[config.mk]
export PLATFORM = sky130hd
export DESIGN_NAME = fifo_wr_arbiter_flat
export DESIGN_NICKNAME = d
export VERILOG_FILES = /design/src/rtl/fifo_wr_arbiter_if.sv /design/src/rtl/fifo_wr_arbiter.sv /design/src/flat_wrapper.sv
export SDC_FILE = /design/constraint.sdc
export NUM_CORES = 1
export LEC_CHECK = 0
export ABC_AREA = 1
export BUFFER_PORTS_ARGS = -buffer_cell sky130_fd_sc_hd__clkbuf_2
export CAP_MARGIN = 20
export CORE_MARGIN = 2
export CORE_UTILIZATION = 40
export DETAILED_ROUTE_END_ITERATION = 10
export PLACE_DENSITY = 0.66
export RECOVER_POWER = 25
export REMOVE_ABC_BUFFERS = 1
export SLEW_MARGIN = 20
export SYNTH_ARGS = -nofsm -noshare
export SYNTH_HDL_FRONTEND = slang
export SYNTH_SLANG_ARGS = --single-unit
[constraint.sdc]
create_clock -name wclk -period 2.2 [get_ports wclk]
set_input_delay 0.22 -clock wclk [delete_from_list [all_inputs] [get_ports wclk]]
set_output_delay 0.22 -clock wclk [all_outputs]
set_load 0.01 [all_outputs]
[src/rtl/fifo_wr_arbiter_if.sv]
// Write-port bundle between NREQ producers, the round-robin arbiter and the async FIFO.
// master = producer/FIFO side, slave = arbiter.
interface fifo_wr_arbiter_if #(
    parameter int NREQ = 4,
    parameter int DW   = 4
);
    logic [NREQ-1:0]    req;
    logic [NREQ*DW-1:0] req_data;
    logic [NREQ-1:0]    gnt;
    logic [NREQ-1:0]    accept;
    logic               fifo_w_en;
    logic [DW-1:0]      fifo_data_in;
    logic               fifo_full;
    logic               fifo_amf;
    logic               busy;
    logic [7:0]         stall_cnt;

    // A word moves when req[i] and accept[i] are both high in the same cycle;
    // req must stay high with stable data until accept or a voluntary release.
    modport master (
        output req, req_data, fifo_full, fifo_amf,
        input  gnt, accept, fifo_w_en, fifo_data_in, busy, stall_cnt
    );

    modport slave (
        input  req, req_data, fifo_full, fifo_amf,
        output gnt, accept, fifo_w_en, fifo_data_in, busy, stall_cnt
    );
endinterface

[src/rtl/fifo_wr_arbiter.sv]
// Round-robin burst arbiter for the async FIFO write port; busy exposes the FSM state.
// Optional: define FIFO_WR_ARB_AMF_THROTTLE_EN to hold off new grants while fifo_amf=1.
module fifo_wr_arbiter #(
    parameter int NREQ     = 4,
    parameter int DW       = 4,
    parameter int MAXBURST = 4
) (
    input  logic              wclk,
    input  logic              rstn,
    fifo_wr_arbiter_if.slave  bus
);
    localparam int OW = $clog2(NREQ);
    localparam int BW = (MAXBURST > 1) ? $clog2(MAXBURST) : 1;

    typedef enum logic {IDLE = 1'b0, BURST = 1'b1} state_t;

    state_t          state;
    logic [NREQ-1:0] gnt_q;
    logic [OW-1:0]   owner;
    logic [OW-1:0]   last_owner;
    logic [BW-1:0]   beat_cnt;
    logic [7:0]      stall_q;

    logic [OW-1:0]   sel;
    logic [OW-1:0]   idx;
    logic            found;
    logic            any_req;
    logic            owner_req;
    logic            w_en;
    logic            throttle;
    logic            last_beat;

`ifdef FIFO_WR_ARB_AMF_THROTTLE_EN
    assign throttle = bus.fifo_amf;
`else
    logic amf_unused;
    assign throttle   = 1'b0;
    assign amf_unused = bus.fifo_amf;
`endif

    // Search starts just after the previous owner so every requester gets a turn.
    always_comb begin
        sel   = '0;
        idx   = '0;
        found = 1'b0;
        for (int k = 1; k <= NREQ; k++) begin
            idx = OW'((int'(last_owner) + k) % NREQ);
            if (!found && bus.req[idx]) begin
                sel   = idx;
                found = 1'b1;
            end
        end
    end

    assign any_req   = |bus.req;
    assign owner_req = bus.req[owner];
    assign w_en      = (state == BURST) && owner_req && !bus.fifo_full;
    assign last_beat = (beat_cnt == BW'(MAXBURST - 1));

    assign bus.gnt          = gnt_q;
    assign bus.busy         = (state == BURST);
    assign bus.stall_cnt    = stall_q;
    assign bus.fifo_w_en    = w_en;
    assign bus.accept       = w_en ? (NREQ'(1) << owner) : '0;
    assign bus.fifo_data_in = (state == BURST) ? bus.req_data[owner*DW +: DW] : '0;

    always_ff @(posedge wclk or negedge rstn) begin
        if (!rstn) begin
            state      <= IDLE;
            gnt_q      <= '0;
            owner      <= '0;
            last_owner <= OW'(NREQ - 1);
            beat_cnt   <= '0;
            stall_q    <= '0;
        end else begin
            case (state)
                IDLE: begin
                    if (any_req && found && !throttle) begin
                        state      <= BURST;
                        gnt_q      <= NREQ'(1) << sel;
                        owner      <= sel;
                        last_owner <= sel;
                        beat_cnt   <= '0;
                    end else if (any_req && stall_q != 8'hFF) begin
                        stall_q <= stall_q + 8'd1;
                    end
                end
                BURST: begin
                    if (!owner_req) begin
                        state <= IDLE;
                        gnt_q <= '0;
                    end else if (bus.fifo_full) begin
                        if (stall_q != 8'hFF)
                            stall_q <= stall_q + 8'd1;
                    end else if (last_beat) begin
                        state <= IDLE;
                        gnt_q <= '0;
                    end else begin
                        beat_cnt <= beat_cnt + BW'(1);
                    end
                end
                default: begin
                    state <= IDLE;
                    gnt_q <= '0;
                end
            endcase
        end
    end
endmodule

[src/flat_wrapper.sv]
// flat-port wrapper written by rule: the top's interface ports become plain ports
module fifo_wr_arbiter_flat 
#(
    parameter int NREQ     = 4,
    parameter int DW       = 4,
    parameter int MAXBURST = 4
)
  (wclk, rstn, bus_req, bus_req_data, bus_fifo_full, bus_fifo_amf, bus_gnt, bus_accept, bus_fifo_w_en, bus_fifo_data_in, bus_busy, bus_stall_cnt);
  fifo_wr_arbiter_if #(.NREQ(NREQ), .DW(DW)) bus_i ();
  input  logic wclk;
  input  logic rstn;
  input wire logic [$bits(bus_i.req)-1:0] bus_req;
  input wire logic [$bits(bus_i.req_data)-1:0] bus_req_data;
  input wire logic [$bits(bus_i.fifo_full)-1:0] bus_fifo_full;
  input wire logic [$bits(bus_i.fifo_amf)-1:0] bus_fifo_amf;
  output wire logic [$bits(bus_i.gnt)-1:0] bus_gnt;
  output wire logic [$bits(bus_i.accept)-1:0] bus_accept;
  output wire logic [$bits(bus_i.fifo_w_en)-1:0] bus_fifo_w_en;
  output wire logic [$bits(bus_i.fifo_data_in)-1:0] bus_fifo_data_in;
  output wire logic [$bits(bus_i.busy)-1:0] bus_busy;
  output wire logic [$bits(bus_i.stall_cnt)-1:0] bus_stall_cnt;
  assign bus_i.req = bus_req;
  assign bus_i.req_data = bus_req_data;
  assign bus_i.fifo_full = bus_fifo_full;
  assign bus_i.fifo_amf = bus_fifo_amf;
  assign bus_gnt = bus_i.gnt;
  assign bus_accept = bus_i.accept;
  assign bus_fifo_w_en = bus_i.fifo_w_en;
  assign bus_fifo_data_in = bus_i.fifo_data_in;
  assign bus_busy = bus_i.busy;
  assign bus_stall_cnt = bus_i.stall_cnt;
  fifo_wr_arbiter #(.NREQ(NREQ), .DW(DW), .MAXBURST(MAXBURST)) u_core (.wclk(wclk), .rstn(rstn), .bus(bus_i));
endmodule
==> Word-level counts from Yosys, hierarchy flattened <==
Index checks and enable logic that the tools add are counted.
{ "op_classes": {"addsub": 6, "order_cmp": 5, "n_eq_ne": 12, "shift": 3, "mux": 41, "n_bitwise": 1, "n_reduce_logical": 16} }
{ "ops": {"columns": ["operator", "n"], "rows": [
  ["$mux W8", 5],
  ["$mux W4", 6],
  ["$mux W2", 8],
  ["$pmux W8 S2", 1],
  ["$shiftx A16 B5 Y4", 1],
  ["$lt A2 B3 Y1 const B", 5],
  ["$mux W1", 13],
  ["$ne A2 B2 Y1 const B", 6],
  ["$bmux W1 S2", 5],
  ["$add A8 B1 Y8 const B", 1],
  ["$ne A8 B8 Y1 const B", 1],
  ["$pmux W4 S2", 1],
  ["$shl A1 B2 Y4 const A", 2],
  ["$logic_and A1 B1 Y1", 7],
  ["$add A2 B1 Y2 const B", 3],
  ["$ne A3 B3 Y1 const B", 2],
  ["$reduce_and A5 Y1", 1],
  ["$add A2 B2 Y2 const B", 2],
  ["$logic_not A1 Y1", 4],
  ["$ne A2 B1 Y1 const B", 2],
  ["$pmux W2 S2", 1],
  ["$reduce_and A4 Y1", 1],
  ["$reduce_or A4 Y1", 1],
  ["$reduce_and A3 Y1", 1],
  ["4 further kinds", 4]
]} }
{ "word_totals": {"regBits": 19, "out_inout_bits": 22} }

==> Longest topological paths before layout <==
{ "logic_depth": {"depth_word": 16, "depth_mapped": 13} }

==> Least setup slack after synthesis <==
OpenSTA, ideal clock, no wires.
{ "synth_timing": {"kind": "register to output", "start": "register u_core.owner[0]", "end": "output port bus_accept[0]", "t_arrival_ns": 1.309, "t_required_ns": 1.980, "path_slack_ns": 0.671, "path_stages_with_launch": 6, "n_path_buf": 0, "path_cell_list": "dfrtp_1 > nor2_1 > a21oi_2 > nand2_2 > nand3_1 > nor3_1"} }
{ "synth_between": {"elab_chain_len": 5} }
{ "synth_lines": {"columns": ["element", "line_no", "source"], "rows": [
  ["start: declaration", "fifo_wr_arbiter.sv:19", "logic [OW-1:0] owner;"],
  ["start signal: assignment", "fifo_wr_arbiter.sv:81", "owner <= sel;"],
  ["$bmux W1 S2", "fifo_wr_arbiter.sv:56", "assign owner_req = bus.req[owner];"],
  ["$mux W1 (implied by the code)", "fifo_wr_arbiter.sv:56", null],
  ["$logic_and A1 B1 Y1 (2 in series)", "fifo_wr_arbiter.sv:57", "assign w_en = (state == BURST) && owner_req && !bus.fifo_full;"],
  ["$mux W4 (*)", "fifo_wr_arbiter.sv:64", "assign bus.accept = w_en ? (NREQ'(1) << owner) : '0;"],
  ["end: declaration", "flat_wrapper.sv:17", "output wire logic [$bits(bus_i.accept)-1:0] bus_accept;"]
]} }
Every way passes the cells marked *; elsewhere a longest branch is shown, timed or not. The select of a mux whose other input is x is not followed.

==> Final worst setup path <==
{ "layout_timing": {"start": "register u_core.owner[1]", "end": "output port bus_accept[0]"} }
Same word-level chain as after synthesis.

==> run_results.csv <==
group,metric,value,unit
status,status,"finished, final reports clean",
floorplanning,dieArea,3750,um^2
setup_path,slowest_stage,"dfrtp_1",
synthesis,synth-simple-area-share,35.2,%
synthesis,synth_cell_type_count,30,
synthesis,syn_area_per_cell,7.05,um^2
placement,placement.io_buffers,44,
synthesis,yosysSeqAreaShare,36.5,%
final_layout,syn2layout_area_growth,21.6,%
setup_path,path_max_fanout,5,
routing,num_vias,1290,
global_routing,busiest_layer,"met2",
global_routing,overflow,0,
setup_path,critPathArrivalTime,1.78,ns
routing,drtPass1Iterations,4,
floorplanning,io_pins,46,
final_layout,fillers,330,
setup_path,path_class,"reg -> out",
sta,setup_ws,0.202,ns
sta,worstMarginPinSlew,1.02,ns
floorplanning,start_util,42.6,%
synthesis,synth_flop_cell,"dfrtp_1",
global_routing,grt_pass1_vias,1096,
sta,hold_violations,0,
clocking,numCtsBuffers,3,
synthesis,synth.largest_area_cell,"dfrtp_1",
sta,slew_viol_final,0,
synthesis,yosysMostFrequentCell,"nand2_1",
clocking,ctsLongestPathBuffers,2,
global_routing,grt_max_degree,20,
synthesis,synth_area_leaders,"dfrtp_1, nand2_1, inv_1, dfstp_2, o21ai_2",
synthesis,yosys_warnings,0,
synthesis,synth-seq-cells,19,
placement,dpl.hpwl,2230,um
sta,holdWs,0.368,ns
sta,finalSetupViolCount,0,
final_layout,nets,259,
final_layout,final_util,51.8,%
global_routing,grt_use_met2,25.8,%
sta,fmax,0.500,GHz
clocking,htreeDepth,1,
global_routing,use_met1,23.1,%
routing,wl,2840,um
sta,clock_skew,0.00700,ns
routing,drcViolationCount,0,
routing,wl_per_cell,10.3,um
synthesis,synthAdderAreaFrac,1.91,%
setup_path,crit_required,1.98,ns
routing,drtIter0Drc,87,
final_layout,antennaDiodeCount,0,
synthesis,synth_compound_area_share,13.8,%
routing,via_per_inst,4.67,
clocking,clk_latency,0.29,ns
setup_path,end_kind,"primary output",
clocking,cts_tree,"yes",
synthesis,synth_top_family_by_area,"simple AND/OR/NAND/NOR gates",
hold_path,hold_class,"in -> reg",
sta,fin_crit_sh,90.8,%
synthesis,synth_cells,186,
placement,place_congestion,0.859,
sta,rsz0062_at_grt,"true",
synthesis,async_reset_ff_share,100,%
power_and_ir_drop,p_leak,0.884,nW
global_routing,gr-usage-met3,1.89,%
floorplanning,core_area,3080,um^2
synthesis,syn_area,1310,um^2
clocking,cts_root_buf,"clkbuf_4",
routing,ant_nets,0,
setup_path,cp-start-kind,"register",
synthesis,synth_xor_area_share,4.01,%
synthesis,muxShareOfSynthArea,0,%
run,cap_violations,0,
floorplanning,rows,20,
synthesis,netlist_top_cells_count,"nand2_1, inv_1, dfrtp_1, nor2_1, nand3_1",
floorplanning,die_y,61.3,um
global_routing,grt_usage,16.2,%
clocking,clock-sinks,19,
floorplanning,die_w,61.3,um
setup_path,crit_chain,"inv_1 > nor2_2 > a21oi_1 > nand2_2 > nand3_1 > nor3_1 > clkbuf_2",
power_and_ir_drop,power.density,1240,nW/um^2
global_routing,grt_pass1_wl,4610,um
global_routing,grt_antenna_before_repair,0,
synthesis,synth_top_area_share,32.4,%
sta,finalCriticalPeriod,2.00,ns
placement,dp_slack,0.424,ns
sta,slew_headroom,31.9,%
synthesis,synth_edf_count,0,
clocking,cts.clk_slew.worst_paths,0.11,ns
setup_path,slowest_delay,0.42,ns
final_layout,drive_above_1_share,27.2,%
power_and_ir_drop,ir_worst_vdd,0.726,mV
-- stage by stage --
step | instances | total power, mW | setup TNS [ns] | cell area [um^2]
5_1_grt | 276 | 2.22 | -0.0308 | 1590
3_5_place_dp | 271 | 1.81 | 0 | 1560
4_1_cts | 276 | 1.99 | 0 | 1590
6_report | 276 | 1.98 | 0 | 1590
3_3_place_gp | 271 | 1.80 | 0 | 1560
2_1_floorplan | 183 | 1.48 | 0 | 1280
-- cell type report --
class	instances	area (um^2)	share of cell area (%)
Inverter	22	82.6	5.18
Sequential cell	19	478	30.0
Multi-Input combinational cell	142	723	45.4
Clock buffer	4	26.3	1.65
Timing Repair Buffer	45	229	14.4
Tap cell	44	55.1	3.45
-- cell usage in the layout, fill, tap and decap left out --
master | synthesis | layout
o21ai_2 | 6 | 6
a22oi_1 | 4 | 4
clkbuf_4 | 0 | 3
ha_1 | 2 | 2
clkbuf_2 | 0 | 43
xor2_1 | 3 | 3
nand2_2 | 2 | 2
nand3_2 | 1 | 1
a21oi_2 | 1 | 1
nand4_1 | 3 | 3
nand3b_1 | 1 | 1
nand3_1 | 10 | 10
o21ai_0 | 8 | 8
o21bai_1 | 1 | 1
xnor2_1 | 3 | 3
nor2_1 | 11 | 10
or2_2 | 1 | 1
a21oi_1 | 1 | 1
o21ai_1 | 1 | 1
nor2_2 | 1 | 2
clkbuf_1 | 0 | 2
nand4_4 | 1 | 1
dfrtp_1 | 17 | 17
a21boi_0 | 1 | 1
nand2_1 | 74 | 74
inv_2 | 1 | 1
a31oi_1 | 4 | 4
inv_1 | 21 | 21
dfstp_2 | 2 | 2
dlygate4sd3_1 | 0 | 1
nor3_1 | 2 | 2
-- cell families (layout without fill, tap and decap cells) --
family	Yosys count	after routing
AO/OA/AOI/OAI	27	27
AND/OR/NAND/NOR	107	107
flip-flops	19	19
buffers and inverters	25	71
XOR/XNOR	6	6
adder cells (fa/ha/maj)	2	2
-- registers in the layout, summed over array words and instances, names as in the netlist --
| signal | count |
|---|---|
| u_core.bus.busy | 1 |
| u_core.bus.stall_cnt | 8 |
| u_core.beat_cnt | 2 |
| u_core.owner | 2 |
| u_core.last_owner | 2 |
| u_core.bus.gnt | 4 |
-- power by group --
| group | internal [mW] | switching [mW] |
|---|---|---|
| Clock | 0.0704 | 0.101 |
| Combinational | 0.428 | 0.748 |
| Sequential | 0.482 | 0.147 |
-- path summary, 6_finish.rpt --
check	startpoint	endpoint	slack, ns	cells after the start
hold reg to reg	u_core.bus.gnt[3]	u_core.bus.gnt[3]	0.49	2
setup / recovery	u_core.owner[1]	bus_accept[0]	0.20	7
setup reg to reg	u_core.last_owner[0]	u_core.bus.gnt[3]	0.59	11
max in group asynchronous	rstn	u_core.bus.stall_cnt[2]	0.96	2
hold / removal	bus_fifo_full	u_core.bus.stall_cnt[6]	0.37	3
min in group asynchronous	rstn	u_core.bus.stall_cnt[5]	0.62	2
-- metal layers --
layer  up-vias  share of wire (%)
li1        690                  -
met1       560                 49
met2        38                 43
met3         2                6.7
met4         0               0.46
met5         -                  0
-- critical path, delay by kind of cell, from the launching register on --
family | cells | cell delay, ns
buffers and inverters | 2 | 0.27
AND/OR/NAND/NOR | 4 | 0.66
flip-flops | 1 | 0.42
AO/OA/AOI/OAI | 1 | 0.13
-- repair_timing --
action	CTS	global route
setup endpoints to repair	0	2
hold buffers	1	0
endpoints found under the hold margin	17	0
setup buffers	0	0
resized for setup	0	1
Note: power is estimated with default switching activity, not from simulation.
